==> config.mk <==
export PLATFORM = sky130hd
export DESIGN_NAME = sync_updown_counter_flat
export DESIGN_NICKNAME = d
export VERILOG_FILES = /design/src/rtl/counter_pkg.sv /design/src/rtl/sync_updown_counter_if.sv /design/src/rtl/sync_updown_counter_tick_prescaler.sv /design/src/rtl/sync_updown_counter.sv /design/src/flat_wrapper.sv
export SDC_FILE = /design/constraint.sdc
export NUM_CORES = 1
export LEC_CHECK = 0
export BUFFER_PORTS_ARGS = -buffer_cell sky130_fd_sc_hd__buf_2
export CELL_PAD_IN_SITES_DETAIL_PLACEMENT = 0
export CELL_PAD_IN_SITES_GLOBAL_PLACEMENT = 1
export CORE_AREA = 3 3 40 42
export CTS_CLUSTER_DIAMETER = 200
export DETAILED_ROUTE_END_ITERATION = 10
export DIE_AREA = 0 0 43 45
export GPL_TIMING_DRIVEN = 0
export HOLD_SLACK_MARGIN = 0.06
export PLACE_DENSITY_LB_ADDON = 0.1
export SLEW_MARGIN = 20
export SYNTH_ARGS = -nofsm -noshare
export SYNTH_HDL_FRONTEND = slang
export SYNTH_HIERARCHICAL = 1
export SYNTH_SLANG_ARGS = --single-unit
==> constraint.sdc <==
create_clock -name clk -period 5.08 [get_ports clk]
set_clock_uncertainty 0.15 [all_clocks]
set_input_delay 1.016 -clock clk [delete_from_list [all_inputs] [get_ports clk]]
set_output_delay 1.016 -clock clk [all_outputs]
set_load 0.02 [all_outputs]
==> src/rtl/counter_pkg.sv <==
`default_nettype none
// +----------------------------------------------------------------------+
// | counter_pkg : shared constants and width helper for the counter IP   |
// | Revision    : 1.0                                                    |
// +----------------------------------------------------------------------+
package counter_pkg;

  localparam logic CNT_DOWN  = 1'b0;
  localparam logic CNT_UP    = 1'b1;
  localparam logic MODE_WRAP = 1'b0;
  localparam logic MODE_SAT  = 1'b1;

  function automatic int clog2(input int value);
    int r;
    r = 0;
    for (int i = 0; i < 31; i++) begin
      if ((1 << i) < value) r = i + 1;
    end
    return r;
  endfunction

endpackage
`default_nettype wire

==> src/rtl/sync_updown_counter_if.sv <==
`default_nettype none
// +----------------------------------------------------------------------+
// | sync_updown_counter_if : control/status bundle of the counter        |
// | Revision               : 1.0                                         |
// +----------------------------------------------------------------------+
interface sync_updown_counter_if #(
  parameter int N = 4
);
  logic         enable;
  logic         up_down;
  logic         clear;
  logic         load;
  logic [N-1:0] load_value;
  logic [N-1:0] Q;
  logic         tc;
  logic         wrap;

  modport master (
    output enable, up_down, clear, load, load_value,
    input  Q, tc, wrap
  );

  modport slave (
    input  enable, up_down, clear, load, load_value,
    output Q, tc, wrap
  );
endinterface
`default_nettype wire

==> src/rtl/sync_updown_counter_tick_prescaler.sv <==
`default_nettype none
// +----------------------------------------------------------------------+
// | tick_prescaler : issues one tick every PRESCALE enabled cycles        |
// | Revision       : 1.0                                                 |
// +----------------------------------------------------------------------+
module tick_prescaler
  import counter_pkg::*;
#(
  parameter int PRESCALE = 1
) (
  input  logic clk,
  input  logic reset_n,
  input  logic enable,
  input  logic restart,
  output logic tick
);

  generate
    if (PRESCALE == 1) begin : g_bypass
      logic unused_inputs;
      assign unused_inputs = &{1'b0, clk, reset_n, restart};
      assign tick = enable;
    end else begin : g_count
      localparam int W = clog2(PRESCALE);
      localparam logic [W-1:0] LAST = W'(PRESCALE - 1);

      logic [W-1:0] pcnt_q;
      logic [W-1:0] pcnt_d;

      assign tick = enable & (pcnt_q == LAST);

      always_comb begin
        pcnt_d = pcnt_q;
        if (restart) begin
          pcnt_d = '0;
        end else if (enable) begin
          pcnt_d = (pcnt_q == LAST) ? '0 : pcnt_q + W'(1);
        end
      end

      always_ff @(posedge clk or negedge reset_n) begin
        if (!reset_n) pcnt_q <= '0;
        else          pcnt_q <= pcnt_d;
      end
    end
  endgenerate

endmodule
`default_nettype wire

==> src/rtl/sync_updown_counter.sv <==
`default_nettype none
// +----------------------------------------------------------------------+
// | sync_updown_counter : modulo up/down counter, wrap/saturate, cascade |
// | Revision            : 1.0                                            |
// +----------------------------------------------------------------------+
module sync_updown_counter
  import counter_pkg::*;
#(
  parameter int N        = 4,
  parameter int MOD      = 2**N,
  parameter int SATURATE = 0,
  parameter int PRESCALE = 1
) (
  input  logic                      clk,
  input  logic                      reset_n,
  sync_updown_counter_if.slave      bus
);

  localparam logic [N-1:0] MAX = N'(MOD - 1);

  logic         tick;
  logic         at_limit;
  logic         tc;
  logic [N-1:0] load_clamped;
  logic [N-1:0] q_q;
  logic [N-1:0] q_d;
  logic         wrap_q;
  logic         wrap_d;

  tick_prescaler #(
    .PRESCALE (PRESCALE)
  ) u_prescaler (
    .clk     (clk),
    .reset_n (reset_n),
    .enable  (bus.enable),
    .restart (bus.clear | bus.load),
    .tick    (tick)
  );

  assign at_limit     = (bus.up_down == CNT_UP) ? (q_q == MAX) : (q_q == '0);
  assign tc           = tick & ~bus.clear & ~bus.load & at_limit;
  assign load_clamped = (bus.load_value > MAX) ? MAX : bus.load_value;

  // tc already excludes clear/load, so it doubles as the next wrap value
  always_comb begin
    q_d    = q_q;
    wrap_d = tc;
    if (bus.clear) begin
      q_d = '0;
    end else if (bus.load) begin
      q_d = load_clamped;
    end else if (tick) begin
      if (at_limit) begin
        if (SATURATE == int'(MODE_WRAP)) begin
          q_d = (bus.up_down == CNT_UP) ? '0 : MAX;
        end
      end else begin
        q_d = (bus.up_down == CNT_UP) ? q_q + N'(1) : q_q - N'(1);
      end
    end
  end

  always_ff @(posedge clk or negedge reset_n) begin
    if (!reset_n) begin
      q_q    <= '0;
      wrap_q <= 1'b0;
    end else begin
      q_q    <= q_d;
      wrap_q <= wrap_d;
    end
  end

  assign bus.Q    = q_q;
  assign bus.tc   = tc;
  assign bus.wrap = wrap_q;

endmodule
`default_nettype wire

==> src/flat_wrapper.sv <==
// flat-port wrapper written by rule: the top's interface ports become plain ports
module sync_updown_counter_flat import counter_pkg::*;
#(
  parameter int N        = 4,
  parameter int MOD      = 2**N,
  parameter int SATURATE = 0,
  parameter int PRESCALE = 1
)
  (clk, reset_n, bus_enable, bus_up_down, bus_clear, bus_load, bus_load_value, bus_Q, bus_tc, bus_wrap);
  sync_updown_counter_if #(.N(N)) bus_i ();
  input  logic clk;
  input  logic reset_n;
  input wire logic [$bits(bus_i.enable)-1:0] bus_enable;
  input wire logic [$bits(bus_i.up_down)-1:0] bus_up_down;
  input wire logic [$bits(bus_i.clear)-1:0] bus_clear;
  input wire logic [$bits(bus_i.load)-1:0] bus_load;
  input wire logic [$bits(bus_i.load_value)-1:0] bus_load_value;
  output wire logic [$bits(bus_i.Q)-1:0] bus_Q;
  output wire logic [$bits(bus_i.tc)-1:0] bus_tc;
  output wire logic [$bits(bus_i.wrap)-1:0] bus_wrap;
  assign bus_i.enable = bus_enable;
  assign bus_i.up_down = bus_up_down;
  assign bus_i.clear = bus_clear;
  assign bus_i.load = bus_load;
  assign bus_i.load_value = bus_load_value;
  assign bus_Q = bus_i.Q;
  assign bus_tc = bus_i.tc;
  assign bus_wrap = bus_i.wrap;
  sync_updown_counter #(.N(N), .MOD(MOD), .SATURATE(SATURATE), .PRESCALE(PRESCALE)) u_core (.clk(clk), .reset_n(reset_n), .bus(bus_i));
endmodule
==> Implementation_results.wiki <==
{| class="wikitable"
! Metric !! Value
|-
| Data required time of the critical path || 3910 ps
|-
| Number of optimization iterations in the first detailed-route pass || 4
|-
| Final slew viol count || 0
|-
| Post-DR wirelength/cell || between 10 and 15 µm
|-
| Worst hold path type || in -> async
|-
| Hold Worst Slack || 437.1 ps
|-
| Result of the run || completed
|-
| Initial antenna violation count || 0
|-
| Highest attainable clock frequency || 316.6 MHz
|-
| Detailed-route via count || about 400
|-
| Register-to-Register Setup Slack || about 3300 ps
|-
| Total overflow reported by the global router || 0
|-
| TNS Setup || 0 ps
|-
| Residual DRC count || 0
|-
| Number of clock buffers inserted by TritonCTS || 3
|-
| Non-filler cells in the finished layout || 79
|-
| Half-perimeter wire length after detailed placement || 813.1 µm
|-
| CTS max path bufs || 2
|-
| Sum of internal, switching and leakage power || 0.1341 mW
|-
| Post-synthesis instance area || 414.1 µm²
|-
| Number of gates resized after CTS || 0
|-
| Reg-to-reg critical path endpoint || u_core/bus.wrap$_DFF_PN0_
|-
| Share of the core filled with cells in the final layout || 0.4119
|-
| Worst slack at placement || 1944 ps
|-
| Least-Margin Pin Slew || 336.6 ps
|-
| Final hold violation count || 0
|-
| Number of instances in the synthesized netlist || 46
|-
| Endpoint of the most critical setup path || bus_tc
|-
| Routability congestion estimate || roughly 0.71
|-
| Mapped Nets || 59
|-
| Library cell appearing most often on the critical path || buf_2
|-
| IO Count || 16
|-
| Layout area overhead || 27.79%
|-
| RSZ-0062 raised after global routing || no
|-
| Wire length of the first global-routing pass || 1607 µm
|-
| Clk root buf || clkbuf_4
|-
| Pwr Density || 253.3 nW/µm²
|-
| Maximum net fanout on the critical path || 9
|-
| Nets || 78
|-
| TritonCTS clock tree || yes
|-
| Avg Cell Area, Syn || 9.003 µm²
|-
| Hold-fix buffers, CTS || 0
|-
| Die Footprint || 1935 µm²
|-
| Number of cell rows || 13
|-
| Fraction of layout instances using a drive strength above 1 || 0.3906
|-
| Element type at the critical path start || input pin
|-
| Category of the critical setup timing path || in -> out
|-
| Die height || 45 µm
|-
| Minimum setup slack in the final design || around 1900 ps
|-
| Largest net degree at the start of global routing || 10
|-
| Placed cell count || 75
|-
| Slowest cell on crit path || a211oi_1
|-
| Initial Util || 0.3223
|-
| Arrival time of the worst setup path || 1990 ps
|-
| R2R cell count || 3
|-
| Final Cycle Share || 0.6218
|-
| Number of buffer and inverter stages on the critical path || 3
|-
| Critical path depth in cells || 5
|-
| Setup violators final || 0
|-
| Max rail drop VDD || 66.69 µV
|-
| Kind of cell adding the most delay to the critical path || buffers and inverters
|-
| Port Buf Inserts || 14
|-
| Element type at the critical path end || output pin
|-
| Start point of the critical path || bus_load
|-
| Worst skew pair latency || roughly 240 ps
|-
| DRT Wirelength || 995 µm
|-
| Delay contributed by the slowest stage of the critical path || 330 ps
|-
| Synth Warn # || 6
|-
| All-Layer GR Usage || 0.1144
|-
| Routed Antenna Nets || 0
|-
| Via count of the first global-routing pass || 373
|-
| Clk sinks || 5
|-
| # H-tree levels || 1
|-
| Standby leakage power || approximately 0.27 nW
|-
| Number of fillers in the final layout || 141
|-
| Placeable core area || 1285 µm²
|-
| Cell-by-cell trace of the critical path || buf_2, buf_4, nand2b_1, a211oi_1, buf_2
|-
| Diode count || 0
|-
| Total non-filler cell area in the finished layout || roughly 530 µm²
|-
| Min Tclk post-route || 3159 ps
|-
| Number of design-rule violations left by the first detailed-router iteration || 6
|-
| Area after DPL || ~500 µm²
|-
| Worst slew margin relative to its limit || 0.7743
|-
| Post-CTS clock slew at the launch and capture registers of the worst setup and hold paths || roughly 40 ps
|-
| Die X || between 40 and 50 µm
|-
| Reported max-cap violation count || 0
|-
| Number of buffers inserted by post-CTS setup repair || 0
|-
| Worst R2R Start || u_core/bus.Q[1]$_DFFE_PN0P_
|-
| Routed vias/inst || a little over 5
|}
layout make-up:
| type | instances | area, µm² | share of cell area |
|---|---|---|---|
| buffer | 2 | 15.01 | 0.02837 |
| clock buffer | 4 | 26.28 | 0.04965 |
| inverter | 5 | 18.77 | 0.03546 |
| multi-input combinational | 34 | 255.2 | 0.4823 |
| sequential | 5 | 125.1 | 0.2364 |
| tap | 15 | 18.77 | 0.03546 |
| timing repair buffer | 14 | 70.07 | 0.1324 |
layer usage:
| layer | wire, µm | share of wire | track usage |
|---|---|---|---|
| met1 | 421 | 0.42 | 0.1408 |
| met4 | 0 | 0 | 0.09036 |
| met3 | 65 | 0.065 | 0.01594 |
| met5 | 0 | 0 | 0 |
| met2 | 507 | 0.51 | 0.1796 |
placed cells by master (no fill, tap or decap), types with 3 or more instances in the layout:
master	instances
nor2_1	3
dfrtp_1	5
a21oi_1	5
clkbuf_4	3
inv_1	5
o21ai_0	3
buf_2	14
worst min-delay path by stage:
stage	slack, ps	depth (start not counted)	end
global placement	580	2	u_core/bus.Q[1]$_DFFE_PN0P_
detailed placement	590	2	u_core/bus.Q[1]$_DFFE_PN0P_
finish	440	1	u_core/bus.wrap$_DFF_PN0_
CTS	430	1	u_core/bus.Q[3]$_DFFE_PN0P_
global route	420	1	u_core/bus.wrap$_DFF_PN0_
floorplan	570	0	u_core/bus.Q[0]$_DFFE_PN0P_
state kept, by name, indices dropped and copies added, names as in the netlist:
signal and count:
u_core/bus.wrap 1, u_core/bus.Q 4
power by group:
| group | internal (mW) | switching (mW) | leakage, nW |
|---|---|---|---|
| clock network | 0.0296 | 0.0148 | 0.0150 |
| registers | 0.0428 | 0.00441 | 0.0657 |
| logic | 0.0201 | 0.0224 | 0.185 |
Note: power is estimated with default switching activity, not from simulation.
